<file path="config.mk">
export PLATFORM = sky130hd
export DESIGN_NAME = cycle_watchdog
export DESIGN_NICKNAME = d
export VERILOG_FILES = /design/src/rtl/cycle_watchdog.sv
export SDC_FILE = /design/constraint.sdc
export NUM_CORES = 1
export LEC_CHECK = 0
export ABC_AREA = 1
export CAP_MARGIN = 5
export CORE_AREA = 2 2 39 41
export DETAILED_ROUTE_END_ITERATION = 8
export DIE_AREA = 0 0 41 43
export PLACE_DENSITY = 0.69
export SLEW_MARGIN = 20
export SYNTH_ARGS = -nofsm -noshare
export SYNTH_HDL_FRONTEND = slang
export SYNTH_SLANG_ARGS = --single-unit
</file>
<file path="constraint.sdc">
create_clock -name clk -period 1.6 [get_ports clk]
set_input_delay 0.48 -clock clk [delete_from_list [all_inputs] [get_ports clk]]
set_output_delay 0.48 -clock clk [all_outputs]
set_load 0.1 [all_outputs]
</file>
<file path="src/rtl/cycle_watchdog.sv">
//------------------------------------------------------------------------------
// cycle_watchdog - cycle counter that flags the LIMIT-th counted cycle
// Rev 1.0
//------------------------------------------------------------------------------
`default_nettype none

module cycle_watchdog #(
  parameter int LIMIT = 1000
) (
  input  logic clk,
  input  logic rst_n,
  input  logic clear,
  input  logic run,
  output logic expired
);

  localparam int CW = (LIMIT > 2) ? $clog2(LIMIT) : 1;

  logic [CW-1:0] count_q;
  logic [CW-1:0] count_d;

  always_comb begin
    count_d = count_q;
    if (clear) begin
      count_d = '0;
    end else if (run) begin
      count_d = count_q + 1'b1;
    end
  end

  always_ff @(posedge clk or negedge rst_n) begin
    if (!rst_n) begin
      count_q <= '0;
    end else begin
      count_q <= count_d;
    end
  end

  assign expired = run && (count_q == CW'(LIMIT - 1));

endmodule

`default_nettype wire

</file>
==> results_dict.tcl, run 1 <==
set metrics [dict create \
    start_util 0.405 \
    r2r_setup_slack_ns 0.31 \
    place_inst 96 \
    cp_slowest_cell "dfrtp_1" \
    ys_ff_latch 10 \
    outcome "finished, violations left" \
    worstSetupStartpoint "count_q[3]" \
    syn2layout_area_growth_pct 32.8 \
    syn_nets 76 \
    reg2regPathDepth 7 \
    h-tree-depth 1 \
    coreArea_sq_um 1380 \
    nFillCells 134 \
    place_area_sq_um 686 \
    endpoint "expired" \
    ctsHoldBuffers 0 \
    final.setup.tns_ns -0.225 \
    stdcell_count 102 \
    synth_top_family_by_area "simple AND/OR/NAND/NOR gates" \
    rsz0062_at_grt "yes" \
    final_common_cell "nand2_1" \
    antenna_cells 0 \
    syn_inst 71 \
    routed_wl_mm 1.06 \
    final_area_sq_um 744 \
    tightest_slew_ns 0.451 \
    hold_viol_final 0 \
    setup_viol 1 \
    worstSetupEndpointType "primary output" \
    grt_overflow 0 \
    cp_slowest_stage_delay_ns 0.39 \
    ys_seq_area_frac 0.446 \
    p_leak_nw 0.364 \
    syn-cell-area_sq_um 561 \
    synth_mux_area_frac 0 \
    crit_fanout 2 \
    fin_ws_ns -0.225 \
    reg_top3 "count_q: 10 flops" \
    max_slew_margin 0.698 \
    io_buffer_count 4 \
    first_global_vias 475 \
    r2r-end "count_q[6]" \
    finalCritPeriodShare 1.14 \
    grt_use_total 0.158 \
    multi_input_area_sq_um 305 \
    path_cells "nor2_2 > nand3_2 > nor4_4 > buf_12" \
    drt_pass1_iterations 3 \
    cts_num_sinks 10 \
    largest_reg_flops 10 \
    fmax_mhz 548 \
    top_register "count_q" \
    worstHoldPathType "reg2reg" \
    yosys_warnings 0 \
    slew_violations 0 \
    route.vias.total 480 \
    final_layout_size_suffix_gt1_frac 0.279 \
    synth.distinct_cells 16 \
    grt_pass1_wl_mm 1.87 \
    cts_made_buffers 3 \
    most-common-layout-cells "13 x nand2_1, 10 x inv_1, 10 x dfrtp_1" \
    cts.clk_slew.worst_paths_ns 0.06 \
    worst-setup-path-type "reg2out" \
    antenna_found_initial 0 \
    start_kind "flip-flop" \
    hpwl_um 836 \
    wl_per_cell_um 10.4 \
    reg2reg_from "count_q[1]" \
    synthSimpleGateAreaFrac 0.386 \
    grt_max_degree 11 \
    pin_count 5 \
    clockRootBuffer "clkbuf_4" \
    drv_cap 0 \
    synth_fa_ha_area_frac 0.0223 \
    cp.arrival_ns 1.34 \
    powerDensity_nw_per_um2 635 \
    finalClockSkew_ns 0.00595 \
    final_nets 93 \
    fin_crit_ns 1.82 \
    die_w_um 41 \
    die_height_um 43 \
    drt_iter0_drc 5 \
    antenna_left 0 \
    failed_checks "negative setup slack" \
    drc 0 \
    syn_avg_cell_area_sq_um 7.89 \
    whs_ns 0.507 \
    rows 14 \
    regArea_sq_um 250 \
    die_area_sq_um 1760 \
    peakVddDrop_mv 0.315 \
    cp.required_ns 1.12 \
    clkLatencyLatePin_ns 0.26 \
    cts_tree "yes" \
    via_per_inst 4.71 \
    synthXorXnorAreaFrac 0.0156 \
    ctsLongestPathBuffers 2 \
    routabilityCongestion 0.760 \
    synth_compound_area_frac 0.0625 \
]
power breakdown:
group	internal, mW	switching [mW]
clock	0.0861	0.0720
sequential	0.258	0.00356
combinational	0.0237	0.0288
total	0.368	0.104
cell usage after synthesis, drive strengths merged:
master | n | area [sq um]
a21oi | 5 | 25.0
dfrtp | 10 | 250
ha | 1 | 12.5
inv | 10 | 37.5
nand2 | 15 | 58.8
nand3 | 6 | 35.0
nand4 | 2 | 12.5
nor2 | 15 | 88.8
nor3 | 3 | 15.0
nor4 | 1 | 6.26
o21ai | 2 | 10.0
xnor2 | 1 | 8.76
metrics by stage:
step | util | setup WS, ns | power [mW]
detailed placement | 0.495 | -0.475 | 0.316
finish | 0.538 | -0.225 | 0.472
CTS | 0.531 | -0.243 | 0.479
global placement | 0.495 | -0.458 | 0.315
floorplan | - | -0.526 | 0.288
global route | 0.538 | -0.314 | 0.503
cell families after synthesis:
logic type      Yosys count
buf+inv                  10
xor+xnor                  1
fa+ha+maj                 1
compound gates            7
flops                    10
simple gates             42
layer usage:
| layer | global-route usage | routed length, um |
|---|---|---|
| met3 | 0.0628 | 34 |
| met5 | 0 | 0 |
| met4 | 0.0600 | 0 |
| met1 | 0.186 | 461 |
| met2 | 0.247 | 567 |
worst min-delay path by stage:
stage / from / to / slack [ns] / depth (start not counted)
after floorplan: rst_n / count_q[0] / 0.18 / 0
after global placement: count_q[6] / count_q[6] / 0.49 / 2
after detailed placement: count_q[6] / count_q[6] / 0.50 / 2
after CTS: count_q[6] / count_q[6] / 0.51 / 2
after global routing: count_q[8] / count_q[8] / 0.54 / 2
final: count_q[6] / count_q[6] / 0.51 / 2
final cells by class:
| cell class | count | area share |
|---|---|---|
| Sequential cell | 10 | 0.336 |
| Multi-Input combinational cell | 51 | 0.410 |
| Timing Repair Buffer | 12 | 0.146 |
| Inverter | 10 | 0.0504 |
| Clock buffer | 3 | 0.0303 |
| Tap cell | 16 | 0.0269 |
worst max-delay path: cells and delay by family, from the launching register on:
kind,cells,cell delay (ns)
buffers and inverters,1,0.21
DFF,1,0.39
and+or+nand+nor,3,0.49
repair_timing:
item                                    4_1_cts  5_1_grt
endpoints found under the setup margin        1        1
gates resized for setup                       4        1
pin swaps                                     3        2
setup buffers                                 2        1
(Power assumes the default switching activity.)
==> inputs of run 2 (changes only) <==
--- a/config.mk
+++ b/config.mk
@@ -11,7 +11,7 @@
 export DETAILED_ROUTE_END_ITERATION = 8
 export DIE_AREA = 0 0 41 43
 export PLACE_DENSITY = 0.69
-export SLEW_MARGIN = 20
+export SLEW_MARGIN = 5
 export SYNTH_ARGS = -nofsm -noshare
 export SYNTH_HDL_FRONTEND = slang
 export SYNTH_SLANG_ARGS = --single-unit
==> results of run 2 <==
No change in the layout: final DEF, timing and power equal those of run 1.
